<file path="config.mk">
export PLATFORM = sky130hd
export DESIGN_NAME = operand_fwd_unit
export DESIGN_NICKNAME = d
export VERILOG_FILES = /design/src/rtl/operand_fwd_unit.sv
export SDC_FILE = /design/constraint.sdc
export NUM_CORES = 1
export LEC_CHECK = 0
export BUFFER_PORTS_ARGS = -buffer_cell sky130_fd_sc_hd__buf_2
export CORE_ASPECT_RATIO = 1.25
export CORE_UTILIZATION = 42
export DETAILED_ROUTE_END_ITERATION = 8
export PLACE_DENSITY = 0.78
export SLEW_MARGIN = 15
export SYNTH_ARGS = -nofsm -noshare
export SYNTH_HDL_FRONTEND = slang
export SYNTH_SLANG_ARGS = --single-unit
</file>
<file path="constraint.sdc">
create_clock -name i_clk -period 1.61 [get_ports i_clk]
set_input_delay 0.0805 -clock i_clk [delete_from_list [all_inputs] [get_ports i_clk]]
set_output_delay 0.0805 -clock i_clk [all_outputs]
set_load 0.02 [all_outputs]
</file>
<file path="src/rtl/operand_fwd_unit.sv">
// Operand forwarding and load-use hazard unit for the rv32i pipeline.
// Selects each source operand from the regfile, EX/MEM, MEM/WB or a one-cycle
// load-data bypass. A load-use wait FSM holds the pipeline until dcache data
// returns. A saturating counter records the number of stalled cycles.
module operand_fwd_unit #(
    parameter int XLEN    = 32,
    parameter int NUM_SRC = 2,
    parameter int REG_W   = 5,
    parameter int CNT_W   = 16
) (
    input  logic                     i_clk,
    input  logic                     i_rst_n,
    input  logic                     i_flush,
    input  logic [NUM_SRC*REG_W-1:0] i_src_addr,
    input  logic [NUM_SRC-1:0]       i_src_used,
    input  logic [NUM_SRC*XLEN-1:0]  i_rf_data,
    input  logic                     i_exm_valid,
    input  logic [REG_W-1:0]         i_exm_rd,
    input  logic                     i_exm_is_load,
    input  logic [XLEN-1:0]          i_exm_data,
    input  logic                     i_mwb_valid,
    input  logic [REG_W-1:0]         i_mwb_rd,
    input  logic [XLEN-1:0]          i_mwb_data,
    input  logic                     i_dmem_resp,
    input  logic [XLEN-1:0]          i_dmem_rdata,
    output logic [NUM_SRC*2-1:0]     o_fwd_sel,
    output logic [NUM_SRC*XLEN-1:0]  o_src_data,
    output logic                     o_stall,
    output logic [CNT_W-1:0]         o_stall_cycles
);

    typedef enum logic [1:0] {
        ST_IDLE      = 2'd0,
        ST_LOAD_WAIT = 2'd1,
        ST_BYPASS    = 2'd2
    } state_t;

    localparam logic [1:0] SEL_RF  = 2'd0;
    localparam logic [1:0] SEL_EXM = 2'd1;
    localparam logic [1:0] SEL_MWB = 2'd2;
    localparam logic [1:0] SEL_BYP = 2'd3;

    state_t             r_state;
    logic [REG_W-1:0]   r_byp_rd;
    logic [XLEN-1:0]    r_byp_data;
    logic [CNT_W-1:0]   r_stall_cycles;

    logic [NUM_SRC-1:0] w_load_hit;
    logic               w_haz;
    logic               w_stall;

    for (genvar g = 0; g < NUM_SRC; g++) begin : g_port
        logic [REG_W-1:0] w_addr;
        logic [XLEN-1:0]  w_rf;
        logic [1:0]       w_sel;
        logic [XLEN-1:0]  w_data;

        assign w_addr = i_src_addr[g*REG_W +: REG_W];
        assign w_rf   = i_rf_data[g*XLEN +: XLEN];

        // This port reads the destination of the load sitting in EX/MEM.
        assign w_load_hit[g] = i_src_used[g] && (w_addr == i_exm_rd);

        // Forwarding priority: load bypass > EX/MEM ALU result > MEM/WB > regfile; x0 never forwarded.
        always_comb begin
            w_sel = SEL_RF;
            if (i_src_used[g] && (w_addr != '0)) begin
                if ((r_state == ST_BYPASS) && (w_addr == r_byp_rd))
                    w_sel = SEL_BYP;
                else if (i_exm_valid && !i_exm_is_load && (w_addr == i_exm_rd))
                    w_sel = SEL_EXM;
                else if (i_mwb_valid && (w_addr == i_mwb_rd))
                    w_sel = SEL_MWB;
            end
        end

        // Operand mux driven by the select.
        always_comb begin
            unique case (w_sel)
                SEL_EXM: w_data = i_exm_data;
                SEL_MWB: w_data = i_mwb_data;
                SEL_BYP: w_data = r_byp_data;
                default: w_data = w_rf;
            endcase
        end

        assign o_fwd_sel[g*2 +: 2]     = w_sel;
        assign o_src_data[g*XLEN +: XLEN] = w_data;
    end

    assign w_haz = i_exm_valid && i_exm_is_load && (i_exm_rd != '0) && (|w_load_hit);

    // Stall decode: a new hazard stalls from IDLE or BYPASS, LOAD_WAIT always stalls, flush wins.
    always_comb begin
        w_stall = 1'b0;
        if (!i_flush) begin
            unique case (r_state)
                ST_IDLE:      w_stall = w_haz;
                ST_BYPASS:    w_stall = w_haz;
                ST_LOAD_WAIT: w_stall = 1'b1;
                default:      w_stall = 1'b0;
            endcase
        end
    end

    // Load-use FSM, bypass capture and saturating stall counter.
    always_ff @(posedge i_clk) begin
        if (!i_rst_n) begin
            r_state        <= ST_IDLE;
            r_byp_rd       <= '0;
            r_byp_data     <= '0;
            r_stall_cycles <= '0;
        end else begin
            if (w_stall && (r_stall_cycles != '1))
                r_stall_cycles <= r_stall_cycles + 1'b1;

            if (i_flush) begin
                r_state <= ST_IDLE;
            end else begin
                unique case (r_state)
                    // BYPASS re-uses the IDLE detection so back-to-back load-use chains re-enter.
                    ST_IDLE, ST_BYPASS: begin
                        if (w_haz) begin
                            r_byp_rd <= i_exm_rd;
                            if (i_dmem_resp) begin
                                r_byp_data <= i_dmem_rdata;
                                r_state    <= ST_BYPASS;
                            end else begin
                                r_state    <= ST_LOAD_WAIT;
                            end
                        end else begin
                            r_state <= ST_IDLE;
                        end
                    end
                    ST_LOAD_WAIT: begin
                        if (i_dmem_resp) begin
                            r_byp_data <= i_dmem_rdata;
                            r_state    <= ST_BYPASS;
                        end
                    end
                    default: r_state <= ST_IDLE;
                endcase
            end
        end
    end

    assign o_stall        = w_stall;
    assign o_stall_cycles = r_stall_cycles;

endmodule
</file>
* After elaboration in Yosys (flattened, before gate mapping)
Index checks and enable logic that the tools add are counted.
Word-level totals: input port bits 189, bits in registers 55, output and inout bits 85
Operators by class: eq/ne operators 17, muxes and demuxes 19, reduce and logical (&&, ||, !) cells 26, $add $sub $neg 1, bitwise operators 2
Operators by type and width (number):
- 32-bit one-hot mux with 3 select lines | 2
- 32-bit 2-to-1 mux | 2
- 32-bit one-hot mux with 2 select lines | 1
- 5-bit equality test | 6
- 2-bit 2-to-1 mux | 11
- 16-bit by 1-bit adder with 16-bit output (second input constant) | 1
- 16-bit != test (second input constant) | 1
- 1-bit logical AND | 15
- 5-bit nonzero test | 3
- 2-bit equality test (second input constant) | 5
- 2-bit by 1-bit equality test with 1-bit output (second input constant) | 3
- 3-bit AND reduction | 2
- 2-bit OR reduction | 3
- 2-bit one-hot mux with 2 select lines | 1
- 2-bit zero test | 1
- 2-bit by 1-bit != test with 1-bit output (second input constant) | 1
- 2-bit != test (second input constant) | 1
- 1-bit inverter | 2
- 1-bit one-hot mux with 2 select lines | 1
- 2-bit nonzero test | 1
- 1-bit zero test | 1
- 1-bit 2-to-1 mux | 1

* Depth between registers and ports, before layout
depth in word-level cells 8, gate-level depth with buffers 10, depth with buffers taken out 7

* Worst setup path after synthesis
No wires, ideal clock.
path type reg-to-output, start point register r_byp_rd[0], end point output o_src_data[50], cell stages (with the launch flop) 7, data required time 1.529 ns, arrival time 2.042 ns, slack -0.512 ns, cell sequence dfxtp_1 xor2_1 nor4_1 nand3_1 a21oi_2 buf_2 mux2i_1
On the way: longest elaborated chain between the ends 6, elaborated cells between the ends (all ways) 8, classes of those cells eq/ne: 4; mux: 3; reduce/logical: 1
RTL lines:
- from (decl) | RTL line 44 | logic [REG_W-1:0] r_byp_rd;
- from (signal assigned) | RTL line 124 | r_byp_rd <= i_exm_rd;
- 5-bit equality test (*) | RTL line 68 | if ((r_state == ST_BYPASS) && (w_addr == r_byp_rd))
- 1-bit logical AND (*) | RTL line 68
- 2-bit 2-to-1 mux (*) | RTL line 68
- 2-bit 2-to-1 mux (*) | RTL line 67 | if (i_src_used[g] && (w_addr != '0)) begin
- net o_fwd_sel[3] | RTL line 26 | output logic [NUM_SRC*2-1:0] o_fwd_sel,
- 2-bit equality test / 2-bit by 1-bit equality test with 1-bit output (equally long branches) | RTL line 79 | unique case (w_sel)
- 32-bit one-hot mux with 3 select lines (*) | RTL line 79
- to (decl) | RTL line 27 | output logic [NUM_SRC*XLEN-1:0] o_src_data,
The timed path passes the listed nets; every way through them passes the cells marked *.

* Worst setup path in the final report
start point register r_byp_rd[2], end point output o_src_data[43]
On the way: longest elaborated chain between the ends 6, elaborated cells between the ends (all ways) 8, classes of those cells eq/ne: 4; mux: 3; reduce/logical: 1
RTL lines (RTL line):
- 5-bit equality test (*) | 68
- 1-bit logical AND (*) | 68
- 2-bit 2-to-1 mux (*) | 68
- 2-bit 2-to-1 mux (*) | 67
- 2-bit equality test / 2-bit by 1-bit equality test with 1-bit output (equally long branches) | 79
- 32-bit one-hot mux with 3 select lines (*) | 79
Mark *: on every way between the ends. The rest lies on a longest branch, timed or not.

==> results_dict.tcl <==
set metrics [dict create \
    shortest_clock_period_the_worst_path_allows_after_layout_ns 2.74 \
    detail_route.first_pass.iterations 7 \
    num-nets-final 1153 \
    timing.critical_path.cells "xor2_1 -> nor4_2 -> nand3_1 -> buf_6 -> a21oi_4 -> buf_12 -> buf_12 -> mux2i_2 -> mux2i_2 -> buf_4" \
    final_worst_setup_slack_ns -1.13 \
    seq_area_um2 1120 \
    failed_checks "negative setup slack" \
    routedWlPerCell_um 24.8 \
    worstHoldPathType "in2reg" \
    initial_util_pct 42.9 \
    synth_edf_count 0 \
    crit_path_start_kind "flop" \
    worstPathMaxFanout 9 \
    fin_crit_sh_pct 170 \
    rr_endpoint "r_byp_data[17]" \
    numPortBuffers 273 \
    route.detailed.vias_per_inst 6.23 \
    drc 0 \
    timing.critical_path.slowest_stage_cell "mux2i_2" \
    async_flop_share_pct 0 \
    post_synthesis_cell_count 578 \
    synthesis.area_per_instance_um2 8.63 \
    crit_path_max_incr_delay_ns 0.43 \
    finalSetupViolations 112 \
    clk_latency_ns 0.30 \
    fmax_mhz 365 \
    drv.max_cap_violation_count 0 \
    whs_ns 0.0183 \
    post_synth_design_cell_area_um2 4990 \
    timing.setup.critical_path_class "reg2out" \
    place.detailed.hpwl_mm 14.5 \
    totalWireLength_mm 27.9 \
    first_global_vias 6130 \
    cts_tree "built" \
    ys_seq_area_share_pct 22.1 \
    timing.critical_path.arrival_ns 2.66 \
    ff2ff_setup_slack_ns -0.36 \
    clkSlewWorstSetupHoldPaths_ns 0.08 \
    tritoncts.num_buffers 5 \
    gp_congestion 0.832 \
    fin_worst_skew_ns 0.00721 \
    core_um2 11600 \
    numClockSinks 55 \
    timing.final.hold_violations 0 \
    synthesis.nets 768 \
    worst_case_headroom_to_the_max_slew_limit_pct 60.3 \
    antenna_violating_nets_post_route 0 \
    hold_path_endpoint "r_byp_data[6]" \
    synth-seq-cells 55 \
    status "finished, violations left" \
    die_x_um 99.5 \
    cts.path.max_buffers 2 \
    io_pins 274 \
    worst_slew_pin_slew_ns 0.596 \
    n_fill_cell 553 \
    top_ff_cell_synth "dfxtp_1" \
    vdd.ir_drop.worst_uv 507 \
    hold_start "i_dmem_rdata[6]" \
    yosysUniqueCellTypes 48 \
    post_route_cells_drive_above_1_share_pct 65.5 \
    placement_rows 44 \
    num_vias 7010 \
    grt_setup_unrepaired "true" \
    rr_startpoint "r_state[0]" \
    gr-total-overflow 0 \
    synth.yosys.warnings 0 \
    grt_pass1_wl_mm 31.5 \
    die_area_um2 12300 \
    report.final.slew_viol_count 0 \
    multi_input_comb_area_um2 5060 \
    rr_worst_depth 8 \
    drt_iter0_drc 527 \
    synthToLayoutAreaGrowth_pct 98.5 \
    p_per_area_nw_per_um2 418 \
    antenna_found_initial 3 \
    hold_depth 3 \
    setup.worst_path.end_class "primary output" \
    die_y_um 124 \
    static-leakage-power_nw 3.98 \
    total_global_routing_track_utilization_pct 33.0 \
    grt_max_degree 56 \
    pre_cts_slack_ns -0.741 \
    htree_levels 2 \
    worst-endpoint-required_ns 1.53 \
    cts-root-buf "clkbuf_16" \
]
==> critical path, delay by kind of cell, from the launching register on <==
family | cells | cell delay, ns
and+or+nand+nor | 2 | 0.41
DFF | 1 | 0.34
AOI/OAI and AO/OA | 1 | 0.18
muxes | 2 | 0.51
buffers and inverters | 4 | 0.73
xor gates and xnor gates | 1 | 0.17
==> final cells by class <==
| cell class | count | area share [%] |
|---|---|---|
| timing repair buffer | 421 | 33.4 |
| antenna | 1 | 0.0253 |
| tap | 161 | 2.04 |
| clock inverter | 3 | 0.468 |
| multi-input combinational | 476 | 51.1 |
| inverter | 4 | 0.303 |
| clock buffer | 5 | 1.26 |
| sequential | 55 | 11.4 |
==> sequential cells by signal (all words and copies together) (netlist names) <==
signal,count
r_byp_data,32
o_stall_cycles,16
r_byp_rd,5
r_state,2
==> placed cells by master (no fill, tap or decap), types with 10 or more instances in the layout <==
| cell type | instances |
|---|---|
| xor2_1 | 13 |
| a21oi_1 | 12 |
| nand2_1 | 75 |
| xnor2_1 | 16 |
| clkbuf_16 | 11 |
| buf_4 | 108 |
| buf_2 | 217 |
| mux2i_4 | 44 |
| a221oi_4 | 12 |
| buf_12 | 23 |
| dfxtp_1 | 42 |
| o221ai_1 | 10 |
| o21a_1 | 16 |
| buf_6 | 56 |
| mux2i_2 | 45 |
| mux2i_1 | 71 |
| o21ai_1 | 10 |
| dfxtp_2 | 10 |
| o21ai_0 | 22 |
==> worst max path at each step <==
stage | start | end | slack [ns]
3_5_place_dp | i_exm_rd[2] | o_src_data[22] | -0.74
5_1_grt | r_byp_rd[0] | o_src_data[53] | -1.34
6_report | r_byp_rd[2] | o_src_data[43] | -1.13
4_1_cts | r_byp_rd[2] | o_src_data[7] | -0.89
2_1_floorplan | r_byp_rd[0] | o_src_data[34] | -0.38
3_3_place_gp | i_exm_rd[0] | o_src_data[22] | -0.71
==> cells by family after synthesis <==
family / share of synthesized area [%]
adders and majority gates: 0.251
muxes: 32.1
xor gates and xnor gates: 5.27
DFF: 22.1
buffers and inverters: 5.97
and+or+nand+nor: 14.4
AOI/OAI and AO/OA: 19.9
==> where the power goes <==
group          switching [mW]  internal (mW)  total, mW
Sequential            0.00324           1.36       1.36
Combinational           0.777          0.720       1.50
Clock                   0.538          0.741       1.28
Total                    1.32           2.82       4.13
==> per-stage QoR <==
stage | total power [mW] | cells | instance area [um^2] | setup TNS, ns | util [%]
floorplan | 1.97 | 578 | 5650 | -20.71 | -
global placement | 2.51 | 1073 | 7920 | -52.16 | 68.2
detailed placement | 2.53 | 1073 | 7920 | -54.87 | 68.2
CTS | 3.90 | 1096 | 8810 | -62.17 | 75.9
global route | 4.25 | 1126 | 9900 | -71.92 | 85.2
finish | 4.13 | 1126 | 9900 | -63.56 | 85.2
==> layer usage <==
metal	vias to the layer above	global-route usage, %	wire, um
met3	258	8.75	3150
met5	-	0	14
li1	2930	-	-
met1	3236	34.3	8870
met4	2	17.6	2470
met2	584	60.7	13400
==> what timing repair did <==
action	CTS	global route
hold buffers	1	0
endpoints found under the hold margin	1	0
setup buffers	9	26
gates resized for setup	125	186
endpoints found under the setup margin	115	118
gates cloned	5	8
pin swaps	22	24
==> synth_stat cells (all sizes together) (6+ instances only) <==
library cell | number | area [um^2]
mux2i | 160 | 1600
nand2 | 78 | 293
dfxtp | 55 | 1100
o21ai | 42 | 221
buf | 27 | 215
a21oi | 26 | 134
clkbuf | 18 | 67.6
o21a | 16 | 120
xnor2 | 16 | 140
a31oi | 15 | 93.8
a221oi | 14 | 210
xor2 | 14 | 123
nand3 | 13 | 70.1
or3 | 11 | 68.8
a2bb2oi | 10 | 87.6
o221ai | 10 | 87.6
nor2 | 7 | 26.3
nand4 | 6 | 37.5
nor3 | 6 | 30.0
Note: power is estimated with default switching activity, not from simulation.
